File: src/rtl/dac_spi_ctrl.sv
// SPI master for the LTC2624-family quad DAC: builds the 32-bit command frame,
// shifts it out MSB first, drives CS/CLR, and echo-checks the DAC_OUT readback.
module dac_spi_ctrl #(
    parameter int CLK_DIV    = 2,
    parameter int DATA_W     = 12,
    parameter int NUM_CH     = 4,
    parameter int CS_GAP     = 2,
    parameter int CLR_CYCLES = 2,
    parameter bit EN_ECHO    = 1'b1
) (
    input  logic              CLK50MHZ,
    input  logic              RST,
    input  logic              req_valid,
    output logic              req_ready,
    input  logic [3:0]        req_cmd,
    input  logic [3:0]        req_addr,
    input  logic [DATA_W-1:0] req_data,
    input  logic              clr_req,
    output logic              busy,
    output logic              done,
    output logic              addr_err,
    output logic              echo_err,
    output logic [31:0]       rdata,
    output logic              SPI_MOSI,
    output logic              SPI_SCK,
    output logic              DAC_CS,
    output logic              DAC_CLR,
    input  logic              DAC_OUT,
    output logic [2:0]        dbg_state
);
    localparam int              DIV_W    = (CLK_DIV > 1) ? $clog2(CLK_DIV) : 1;
    localparam logic [DIV_W-1:0] DIV_LAST = DIV_W'(CLK_DIV - 1);
    localparam logic [4:0]      NUM_CH_L = 5'(NUM_CH);
    localparam logic [15:0]     GAP_LAST = 16'(CS_GAP - 1);
    localparam logic [15:0]     CLR_LAST = 16'(CLR_CYCLES - 1);
    localparam int              JUST     = 16 - DATA_W;

    typedef enum logic [2:0] {ST_IDLE, ST_LOAD, ST_SHIFT, ST_GAP, ST_CLR} state_t;

    state_t            state_q, state_d;
    logic [DIV_W-1:0]  div_q, div_d;
    logic [5:0]        tog_q, tog_d;
    logic [15:0]       cnt_q, cnt_d;
    logic [31:0]       tx_q, tx_d, rx_q, rx_d, word_q, word_d, prev_q, prev_d;
    logic              sck_q, sck_d, cs_q, cs_d, clr_n_q, clr_n_d, mosi_q, mosi_d;
    logic              done_q, done_d, addr_err_q, addr_err_d, echo_err_q, echo_err_d;
    logic              hist_q, hist_d, clr_pend_q, clr_pend_d;
    logic [15:0]       data_lj;
    logic [31:0]       frame_w;
    logic              bad_addr, accept, tick;

    // Handshake: a request transfers on any clk edge where req_valid && req_ready;
    // ready is only offered in IDLE with no clear waiting, so clears win ties.
    assign req_ready = (state_q == ST_IDLE) && !clr_req && !clr_pend_q && !RST;
    assign accept    = req_valid && req_ready;
    assign bad_addr  = ({1'b0, req_addr} >= NUM_CH_L) && (req_addr != 4'hF);
    assign data_lj   = 16'(req_data) << JUST;
    assign frame_w   = {8'h00, req_cmd, req_addr, data_lj};
    assign tick      = (div_q == DIV_LAST);

    always_comb begin
        state_d    = state_q;
        div_d      = div_q;
        tog_d      = tog_q;
        cnt_d      = cnt_q;
        tx_d       = tx_q;
        rx_d       = rx_q;
        word_d     = word_q;
        prev_d     = prev_q;
        sck_d      = sck_q;
        cs_d       = cs_q;
        clr_n_d    = clr_n_q;
        mosi_d     = mosi_q;
        done_d     = 1'b0;
        addr_err_d = 1'b0;
        echo_err_d = echo_err_q;
        hist_d     = hist_q;
        clr_pend_d = clr_pend_q;
        case (state_q)
            ST_IDLE: begin
                if (clr_req || clr_pend_q) begin
                    state_d    = ST_CLR;
                    clr_n_d    = 1'b0;
                    cnt_d      = '0;
                    clr_pend_d = 1'b0;
                    hist_d     = 1'b0;
                end else if (accept) begin
                    if (bad_addr) begin
                        addr_err_d = 1'b1;
                    end else begin
                        state_d    = ST_LOAD;
                        cs_d       = 1'b0;
                        tx_d       = frame_w;
                        word_d     = frame_w;
                        mosi_d     = frame_w[31];
                        div_d      = '0;
                        tog_d      = '0;
                        echo_err_d = 1'b0;
                    end
                end
            end
            ST_LOAD, ST_SHIFT: begin
                clr_pend_d = clr_pend_q || clr_req;
                state_d    = ST_SHIFT;
                if (tick) begin
                    div_d = '0;
                    sck_d = !sck_q;
                    tog_d = tog_q + 6'd1;
                    if (!sck_q) begin
                        rx_d = {rx_q[30:0], DAC_OUT};
                    end else begin
                        // Falling edge: advance MOSI; the 64th toggle closes the frame.
                        tx_d   = {tx_q[30:0], 1'b0};
                        mosi_d = tx_q[30];
                        if (tog_q == 6'd63) begin
                            state_d    = ST_GAP;
                            cs_d       = 1'b1;
                            cnt_d      = '0;
                            done_d     = 1'b1;
                            hist_d     = 1'b1;
                            prev_d     = word_q;
                            echo_err_d = EN_ECHO && hist_q && (rx_q != prev_q);
                        end
                    end
                end else begin
                    div_d = div_q + 1'b1;
                end
            end
            ST_GAP: begin
                clr_pend_d = clr_pend_q || clr_req;
                if (cnt_q == GAP_LAST) state_d = ST_IDLE;
                else                   cnt_d   = cnt_q + 16'd1;
            end
            ST_CLR: begin
                if (cnt_q == CLR_LAST) begin
                    clr_n_d = 1'b1;
                    state_d = ST_GAP;
                    cnt_d   = '0;
                end else begin
                    cnt_d = cnt_q + 16'd1;
                end
            end
            default: state_d = ST_IDLE;
        endcase
    end

    always_ff @(posedge CLK50MHZ) begin
        if (RST) begin
            state_q    <= ST_IDLE;
            div_q      <= '0;
            tog_q      <= '0;
            cnt_q      <= '0;
            tx_q       <= '0;
            rx_q       <= '0;
            word_q     <= '0;
            prev_q     <= '0;
            sck_q      <= 1'b0;
            cs_q       <= 1'b1;
            clr_n_q    <= 1'b1;
            mosi_q     <= 1'b0;
            done_q     <= 1'b0;
            addr_err_q <= 1'b0;
            echo_err_q <= 1'b0;
            hist_q     <= 1'b0;
            clr_pend_q <= 1'b0;
        end else begin
            state_q    <= state_d;
            div_q      <= div_d;
            tog_q      <= tog_d;
            cnt_q      <= cnt_d;
            tx_q       <= tx_d;
            rx_q       <= rx_d;
            word_q     <= word_d;
            prev_q     <= prev_d;
            sck_q      <= sck_d;
            cs_q       <= cs_d;
            clr_n_q    <= clr_n_d;
            mosi_q     <= mosi_d;
            done_q     <= done_d;
            addr_err_q <= addr_err_d;
            echo_err_q <= echo_err_d;
            hist_q     <= hist_d;
            clr_pend_q <= clr_pend_d;
        end
    end

    assign busy      = (state_q != ST_IDLE);
    assign done      = done_q;
    assign addr_err  = addr_err_q;
    assign echo_err  = echo_err_q;
    assign rdata     = rx_q;
    assign SPI_MOSI  = mosi_q;
    assign SPI_SCK   = sck_q;
    assign DAC_CS    = cs_q;
    assign DAC_CLR   = clr_n_q;
    assign dbg_state = state_q;
endmodule
File: config.mk
export PLATFORM = sky130hd
export DESIGN_NAME = dac_spi_ctrl
export DESIGN_NICKNAME = d
export VERILOG_FILES = /design/src/rtl/dac_spi_ctrl.sv
export SDC_FILE = /design/constraint.sdc
export NUM_CORES = 1
export LEC_CHECK = 0
export ABC_CLOCK_PERIOD_IN_PS = 2500
export CAP_MARGIN = 20
export CORE_MARGIN = 2
export CORE_UTILIZATION = 55
export CTS_CLUSTER_DIAMETER = 150
export DETAILED_ROUTE_END_ITERATION = 6
export GPL_TIMING_DRIVEN = 0
export PLACE_DENSITY = 0.75
export SLEW_MARGIN = 20
export SYNTH_ARGS = -nofsm -noshare
export SYNTH_HDL_FRONTEND = slang
export SYNTH_SLANG_ARGS = --single-unit
File: constraint.sdc
create_clock -name CLK50MHZ -period 2.5 [get_ports CLK50MHZ]
set_input_delay 0.25 -clock CLK50MHZ [delete_from_list [all_inputs] [get_ports CLK50MHZ]]
set_output_delay 0.25 -clock CLK50MHZ [all_outputs]
set_load 0.02 [all_outputs]
==> results of run 1 <==
report_power, final:
part / internal (mW) / switching (mW)
Sequential: 2.20 / 0.0492
Clock: 1.33 / 0.921
Combinational: 0.255 / 0.457
Total: 3.79 / 1.43
layer usage:
metal	share of wire, %	vias to the layer above	global-route usage (%)
li1	-	2629	-
met1	44	2571	33.72
met2	49	171	44.30
met3	5.3	29	6.301
met4	1.7	0	11.68
met5	0	-	0
cell families after synthesis:
| kind of cell | share of synthesized area, % |
|---|---|
| buf+inv | 3.916 |
| fa+ha+maj | 0.6753 |
| xor+xnor | 3.466 |
| compound gates | 20.53 |
| flops | 48.26 |
| simple gates | 23.16 |
worst register-to-register path, cell delays in order (launching register included):
cell	delay, ps
dfxtp_1	320
buf_2	180
nor4_4	290
buf_4	180
o2111ai_4	120
buf_4	200
a211oi_4	390
buf_4	250
a21oi_1	80
a311oi_1	290
flip-flops by register name, summed over array words and instances, names as in the netlist:
register / cells
done: 1
tog_q: 6
DAC_CLR: 1
rdata: 32
cnt_q: 16
hist_q: 1
addr_err: 1
echo_err: 1
DAC_CS: 1
tx_q: 27
prev_q: 20
word_q: 20
SPI_MOSI: 1
dbg_state: 3
SPI_SCK: 1
clr_pend_q: 1
div_q: 1
final timing paths:
path	startpoint	endpoint	slack, ps
min reg2reg	word_q[9]	prev_q[9]	450
max reg2reg	dbg_state[1]	tx_q[14]	100
min	DAC_OUT	rdata[0]	290
max	dbg_state[0]	busy	80
stage by stage:
stage	worst slack, ps	util [%]	cell area [µm²]
finish	81.12	72.15	7052
global route	-38.84	72.15	7052
CTS	30.22	71.30	6969
detailed placement	-346.9	65.44	6396
global placement	-301.6	65.44	6396
floorplan	278.8	-	5559
final cells by class:
class                           instances  area [µm²]  share of cell area [%]
Multi-Input combinational cell        512        2705                   38.36
Buffer                                 48       209.0                   2.963
Sequential cell                       134        2683                   38.04
Clock inverter                         13       108.9                   1.544
Clock buffer                           19       431.7                   6.121
Timing Repair Buffer                   75       729.5                   10.34
Inverter                                5       18.77                  0.2661
Tap cell                              133       166.4                   2.360
cells in the mapped netlist (2+ instances only):
| library cell | n | area (µm²) |
|---|---|---|
| or3_1 | 18 | 112.6 |
| o21ai_0 | 29 | 145.1 |
| buf_2 | 6 | 30.03 |
| xor2_1 | 17 | 148.9 |
| a211oi_1 | 3 | 22.52 |
| and4_1 | 2 | 17.52 |
| buf_4 | 2 | 15.01 |
| and2_1 | 2 | 12.51 |
| nor4_1 | 8 | 50.05 |
| nor3_1 | 8 | 40.04 |
| and3_1 | 2 | 12.51 |
| nand2b_1 | 2 | 12.51 |
| xnor2_1 | 5 | 43.79 |
| clkbuf_1 | 39 | 146.4 |
| o21bai_1 | 2 | 15.01 |
| nand2_1 | 193 | 724.4 |
| nand3_1 | 15 | 75.07 |
| a211o_1 | 2 | 17.52 |
| nand4_1 | 13 | 81.33 |
| o31ai_1 | 2 | 15.01 |
| nor4b_1 | 2 | 17.52 |
| nor2_1 | 18 | 67.56 |
| inv_1 | 4 | 15.01 |
| ha_1 | 3 | 37.54 |
| dfxtp_1 | 134 | 2683 |
| or2_2 | 2 | 12.51 |
| or4_1 | 2 | 15.01 |
| a311oi_1 | 19 | 166.4 |
| a21oi_1 | 130 | 650.6 |
| buf_1 | 2 | 7.510 |
timing repair:
action | CTS | global route
buffers inserted | 2 | 6
endpoints found under the hold margin | 0 | 0
cloned | 0 | 0
pin swaps | 2 | 2
setup endpoints to repair | 38 | 73
resized for setup | 7 | 19
==> impl_metrics.toml, run 1 <==
[grt]
grt_usage_pct = 26.91
antenna_found_initial = 0
grt_pass1_wl_um = 23630
grt_overflow_total = 0
grt_max_degree = 17
grt_pass1_vias = 4984

[sta]
hold_violations = 0
maxSlewViolCount = 0
fin_setup_tns_ps = 0
hold_slack_ps = 293.0
skew_ps = 5.673
setup_viol = 0
worstMarginPinSlew_ps = 600.5
fmax_ghz = 0.4134
period_share_pct = 96.76
slew_headroom_pct = 59.96
min_period_ps = 2419
rsz0062_at_grt = "yes"

[setup_path]
critPathArrivalTime_ps = 2170
crit_buf_inv = 3
crit_family = "buffers and inverters"
crit_fanout = 10
worstSetupPathType = "reg2out"
reg2regPathDepth = 9
cpMaxStageDelayCell = "clkdlybuf4s50_1"
cp-end-kind = "output port"
cpMostUsedCell = "buf_2"
max_stage_delay_ps = 610
path_depth = 5
startpoint_type = "flop"
cp_data_required_time_ps = 2250
path_cells = "buf_2, nor2_1, buf_2, nand2_1, clkdlybuf4s50_1"

[clock_tree]
holdBufCountCts = 0
cts_root_buffer = "clkbuf_8"
clock_sinks = 134
tritoncts = "yes"
numCtsBuffers = 17
clockBufferDepth = 2
h-tree-depth = 4
worstSkewPairLatency_ps = 540
path_clk_slew_ps = 60

[route]
drt_wl_total_um = 14480
drcViolationCount = 0
drtAntennaViolNets = 0
dr.pass1.iters = 6
avgRoutedWirePerCell_um = 15.42
viasPerCell = 5.751
drtIter0Drc = 273
vias = 5400

[floorplan]
core-area_mm2 = 0.009774
die_h_um = 104.5
die_area_mm2 = 0.01093
row_count = 36
io-pin-count = 69
die-width_um = 104.5
initial_utilization_pct = 56.87

[synth]
netlist_instances = 700
synth_edf_count = 0
ys_warn_count = 0
yosysSeqAreaShare_pct = 48.26
ys_types = 44
ys.flop_type = "dfxtp_1"
netlist_area_mm2 = 0.005559
yosys_register_bits = 134
async_flop_share_pct = 0
syn_nets = 728
syn_area_per_cell_um2 = 7.942

[min_path]
holdPathStages = 3
hold_class = "in2reg"

[placed_design]
port_buffers = 67
gp_congestion = 0.8449
dp_cells = 900
dp_hpwl_um = 10460

[finish]
nets = 821
finalNonFillerCells = 939
area_delta_synth_final_pct = 26.85
fillers = 811
diodes = 0
final_cell_mix = "nand2_1, dfxtp_1, a21oi_1, clkdlybuf4s50_1, clkbuf_1"
final_common_cell = "nand2_1"
drive_gt1_share_pct = 8.437

[run]
cap_violations = 0

[run_status]
outcome = "complete, no violations"

[power_and_ir_drop]
leakage_nw = 2.396
vdd_ir_drop_max_v = 0.0005571
design_power_total_mw = 5.214
power.density_mw_per_mm2 = 739.3
(Power assumes the default switching activity.)
==> run 2, diff against run 1 <==
--- a/config.mk
+++ b/config.mk
@@ -7,8 +7,10 @@
 export LEC_CHECK = 0
 export ABC_CLOCK_PERIOD_IN_PS = 2500
 export CAP_MARGIN = 20
+export CELL_PAD_IN_SITES_DETAIL_PLACEMENT = 0
+export CELL_PAD_IN_SITES_GLOBAL_PLACEMENT = 1
 export CORE_MARGIN = 2
-export CORE_UTILIZATION = 55
+export CORE_UTILIZATION = 41
 export CTS_CLUSTER_DIAMETER = 150
 export DETAILED_ROUTE_END_ITERATION = 6
 export GPL_TIMING_DRIVEN = 0
==> run 2 against run 1 <==
Global-route usage down 5.4 points. Via count is 2.7% lower. Critical path depth decreased by 1. First-iteration DRC count is 52% higher. Register-to-register slack gained 70 ps. Count of clock-buffer cells in the layout grew 3. Flip-flop and latch count unchanged. Design area rose by 1.8%. Highest routed layer unchanged.
==> impl_metrics.toml, run 2 (synthesis results as in run 1) <==
[run_status]
outcome = "complete, no violations"

[sta]
fmax_ghz = 0.4247
maxSlewViolCount = 0
hold_violations = 0
rsz0062_at_grt = "yes"
min_period_ps = 2355
slew_headroom_pct = 60.59
setup_viol = 0
worstMarginPinSlew_ps = 591.1
skew_ps = 9.079
period_share_pct = 94.20

[floorplan]
io-pin-count = 69
die_area_mm2 = 0.01451
die_h_um = 120.4
initial_utilization_pct = 41.98
row_count = 42
core-area_mm2 = 0.01324
die-width_um = 120.4

[setup_path]
rr_endpoint = "tx_q[30]"
critPathArrivalTime_ps = 2100
worstSetupPathType = "reg2out"
reg2reg_slack_ps = 170
crit_buf_inv = 2
cp-end-kind = "output port"
reg2regPathDepth = 8
crit_fanout = 7
max_stage_delay_ps = 600
cp_data_required_time_ps = 2250
cpMaxStageDelayCell = "clkdlybuf4s50_1"
path_cells = "buf_2, nor4_4, and2_1, clkdlybuf4s50_1"
crit_family = "buffers and inverters"
worstReg2RegStart = "dbg_state[0]"
startpoint_type = "flop"

[power_and_ir_drop]
design_power_total_mw = 5.485
leakage_nw = 2.450
vdd_ir_drop_max_v = 0.0004999
power.density_mw_per_mm2 = 763.9

[min_path]
hold_class = "in2reg"
worstHoldStart = "req_data[6]"
hold_end = "word_q[10]"
holdPathStages = 3

[grt]
grt_usage_pct = 21.48
grt_pass1_vias = 4924
antenna_found_initial = 0
grt_overflow_total = 0
grt_max_degree = 17
grt_pass1_wl_um = 24770

[finish]
drive_gt1_share_pct = 9.046
largest_reg_flops = 32
final_common_cell = "nand2_1"
final_cell_mix = "nand2_1, dfxtp_1, a21oi_1, clkdlybuf4s50_1, clkbuf_1"
nets = 822
area_delta_synth_final_pct = 29.17
diodes = 0
final_cell_area_mm2 = 0.007181

[route]
avgRoutedWirePerCell_um = 15.26
drt_wl_total_um = 15000
drtIter0Drc = 414
dr.pass1.iters = 6
drtAntennaViolNets = 0
drcViolationCount = 0
vias = 5252
viasPerCell = 5.343

[placed_design]
place_area_mm2 = 0.006450
dp_hpwl_um = 11080
port_buffers = 67
gp_congestion = 0.8203

[clock_tree]
tritoncts = "yes"
h-tree-depth = 4
clockBufferDepth = 2
cts_root_buffer = "clkbuf_16"
clock_sinks = 134
worstSkewPairLatency_ps = 420
numCtsBuffers = 17
path_clk_slew_ps = 60

[run]
cap_violations = 0
run 2: cell types whose count changed in the layout (fill, tap and decap cells not counted), moves of 2 or more:
cell,before,now
clkbuf_2,5,9
clkinv_4,1,3
clkbuf_4,2,0
buf_4,10,12
clkbuf_1,34,30
clkbuf_8,2,4
clkinvlp_4,6,2
clkinv_2,5,2
run 2: layer usage:
metal / GRT usage [%] / up-vias / share of wire [%]
met5: 0 / - / 0
met4: 7.776 / 0 / 1.3
met3: 4.481 / 18 / 4.1
met2: 34.22 / 106 / 48
met1: 28.80 / 2488 / 47
li1: - / 2640 / -
run 2: how the worst max path moves through the flow:
stage | start | endpoint | slack (ps) | cells after the start
final | dbg_state[0] | req_ready | 150 | 4
after detailed placement | clr_req | tx_q[16] | -370 | 7
after floorplan | dbg_state[0] | tx_q[14] | 280 | 7
after CTS | cnt_q[0] | cnt_q[6] | 30 | 8
after global routing | dbg_state[1] | div_q | -10 | 7
after global placement | clr_req | tx_q[15] | -380 | 7
run 2: through the flow:
stage | hold WS, ps | TNS, ps | setup slack [ps] | util (%) | std cells
floorplan | 386.0 | 0 | 278.8 | - | 700
global placement | 446.5 | -11940 | -380.1 | 48.71 | 943
detailed placement | 450.9 | -12680 | -371.8 | 48.71 | 943
CTS | 399.6 | 0 | 34.80 | 53.60 | 978
global route | 421.2 | -16.16 | -13.25 | 54.22 | 983
finish | 413.4 | 0 | 145.1 | 54.22 | 983
run 2: layout make-up:
class                      instances  area (µm²)
clock inverter                    10       120.1
buffer                            48       211.5
fill                            1331        6062
multi-input combinational        512        2705
tap                              176       220.2
clock buffer                      22       484.2
inverter                           5       18.77
timing repair buffer              76       738.2
sequential                       134        2683
run 2: worst min-delay path, cell delays in order:
cell and delay, ps:
clkdlybuf4s50_1 410, nand2_1 70, a21oi_1 50
run 2: where the power goes:
group          internal, mW  switching (mW)
logic                 0.260           0.462
registers              2.20          0.0504
clock network          1.58           0.935
run 2: timing repair:
action	in CTS	in global routing
endpoints found under the setup margin	48	94
resized for setup	7	23
buffers inserted	3	6
hold buffers	0	0
cloned	0	0
pin swaps	2	4
==> run 3, diff against run 2 <==
--- a/config.mk
+++ b/config.mk
@@ -15,7 +15,9 @@
 export DETAILED_ROUTE_END_ITERATION = 6
 export GPL_TIMING_DRIVEN = 0
 export PLACE_DENSITY = 0.75
+export SKIP_CTS_REPAIR_TIMING = 1
 export SLEW_MARGIN = 20
 export SYNTH_ARGS = -nofsm -noshare
 export SYNTH_HDL_FRONTEND = slang
 export SYNTH_SLANG_ARGS = --single-unit
+export TNS_END_PERCENT = 10
==> run 3 against run 2 <==
Count of clock-buffer cells in the layout unchanged. Critical path depth up 4. Via count down 0.42%. Final cell count down 0.10%. Maximum frequency down 3.3%. First-iteration DRC count up 12%. Critical path type is now reg2reg. Non-clock buffer count down 1. Sequential power about the same. Register-to-register slack worse by 100 ps. Power about the same.
==> impl_metrics.toml, run 3 (synthesis results as in run 1) <==
[sta]
rsz0062_at_grt = "yes"
period_share_pct = 97.38
setup_viol = 0
hold_violations = 0
setup_slack_ps = 65.60
maxSlewViolCount = 0
slew_headroom_pct = 61.71
min_period_ps = 2434
fmax_ghz = 0.4108
worstMarginPinSlew_ps = 574.3
fin_setup_tns_ps = 0
skew_ps = 9.356

[finish]
area_delta_synth_final_pct = 28.74
final_common_cell = "nand2_1"
fillers = 1333
largest_reg_flops = 32
drive_gt1_share_pct = 8.189
finalNonFillerCells = 982
final_cell_mix = "nand2_1, dfxtp_1, a21oi_1, clkdlybuf4s50_1, clkbuf_1"
final_cell_area_mm2 = 0.007157
nets = 821
diodes = 0

[setup_path]
crit_end = "tx_q[30]"
path_depth = 8
critPathLaunch = "dbg_state[1]"
cp_data_required_time_ps = 2780
path_cells = "buf_2, nor4_4, o2111ai_4, a211o_1, buf_2, clkbuf_1, o21ai_0, a21oi_1"
reg2regPathDepth = 8
cpMostUsedCell = "buf_2"
critPathArrivalTime_ps = 2720
max_stage_delay_ps = 420
crit_buf_inv = 3
crit_fanout = 10
cp-end-kind = "flop"
startpoint_type = "flop"
crit_family = "compound AO/OA/AOI/OAI gates"
rr_endpoint = "tx_q[30]"
worstReg2RegStart = "dbg_state[1]"
cpMaxStageDelayCell = "a211o_1"
worstSetupPathType = "reg2reg"
reg2reg_slack_ps = 70

[clock_tree]
h-tree-depth = 4
path_clk_slew_ps = 60
clock_sinks = 134
clockBufferDepth = 2
cts_root_buffer = "clkbuf_16"
numCtsBuffers = 17
worstSkewPairLatency_ps = 420
tritoncts = "yes"

[placed_design]
gp_congestion = 0.8203
dp_cells = 943
dp_hpwl_um = 11080
port_buffers = 67
place_area_mm2 = 0.006450
place_ws_ps = -371.8

[power_and_ir_drop]
power.density_mw_per_mm2 = 766.4
vdd_ir_drop_max_v = 0.0005076
p_sw_mw = 1.450
design_power_total_mw = 5.485
leakage_nw = 2.432
clkPwrFrac_pct = 45.9
switching_share_pct = 26.44
comb_power_share_pct = 13.1
pwr-share-seq_pct = 41.0
p_int_mw = 4.035

[min_path]
hold_class = "in2reg"
worstHoldStart = "req_data[6]"

[grt]
grt_pass1_wl_um = 24570
antenna_found_initial = 0
grt_max_degree = 17
grt_pass1_vias = 4883
grt_usage_pct = 21.27
grt_overflow_total = 0

[route]
drtIter0Drc = 465
drcViolationCount = 0
dr.pass1.iters = 6
avgRoutedWirePerCell_um = 15.27
drt_wl_total_um = 14990
vias = 5230
drtAntennaViolNets = 0
viasPerCell = 5.326

[floorplan]
core-area_mm2 = 0.01324
die_area_mm2 = 0.01451
die-width_um = 120.4
die_h_um = 120.4
initial_utilization_pct = 41.98
io-pin-count = 69
row_count = 42

[run_status]
outcome = "complete, no violations"

[run]
cap_violations = 0
==> run 3: changes by cell type in the layout (fill, tap and decap cells not counted) <==
| cell | change |
|---|---|
| buf_1 | +1 |
| a41oi_1 | +1 |
| buf_2 | -1 |
| buf_4 | -2 |
| clkbuf_1 | +4 |
| clkbuf_2 | -3 |
| a41oi_2 | -1 |
==> run 3: layout make-up <==
class,count,area [µm²],area share (%)
repair buffers,74,723.2,10.10
well taps,176,220.2,3.077
clock inverters,10,120.1,1.678
flip-flops and latches,134,2683,37.48
multi-input cells,512,2698,37.69
clock buffers,22,484.2,6.766
plain buffers,49,210.2,2.937
inverters,5,18.77,0.2622
==> run 3: metal layers <==
metal  vias up  GRT usage (%)  part of all wire, %
met5         -              0                    0
met2       117          33.97                   48
met4         0          7.267                  1.4
li1       2639              -                    -
met3        16          4.245                  3.8
met1      2458          28.77                   47
==> run 3: power by group through the flow <==
stage	combinational (mW)	clock [mW]	sequential, mW
2_1_floorplan	0.413	0	2.30
3_3_place_gp	0.650	0	2.29
3_5_place_dp	0.659	0	2.30
4_1_cts	0.662	2.57	2.25
5_1_grt	0.792	2.66	2.26
6_report	0.719	2.52	2.25
==> run 3: worst min-delay path by stage <==
| stage | to | cells past startpoint |
|---|---|---|
| floorplan | word_q[10] | 2 |
| global placement | word_q[23] | 2 |
| detailed placement | word_q[11] | 2 |
| CTS | word_q[10] | 3 |
| global route | rdata[0] | 3 |
| finish | word_q[10] | 3 |
==> run 3: worst min-delay path, cell delays in order <==
cell and delay [ps]:
clkdlybuf4s50_1 410, nand2_1 70, a21oi_1 50
==> run 3: per-stage QoR <==
step | util [%] | hold slack (ps)
after CTS | 53.27 | 399.6
after global routing | 54.04 | 422.8
after global placement | 48.71 | 446.5
after floorplan | - | 386.0
final | 54.04 | 408.7
after detailed placement | 48.71 | 450.9
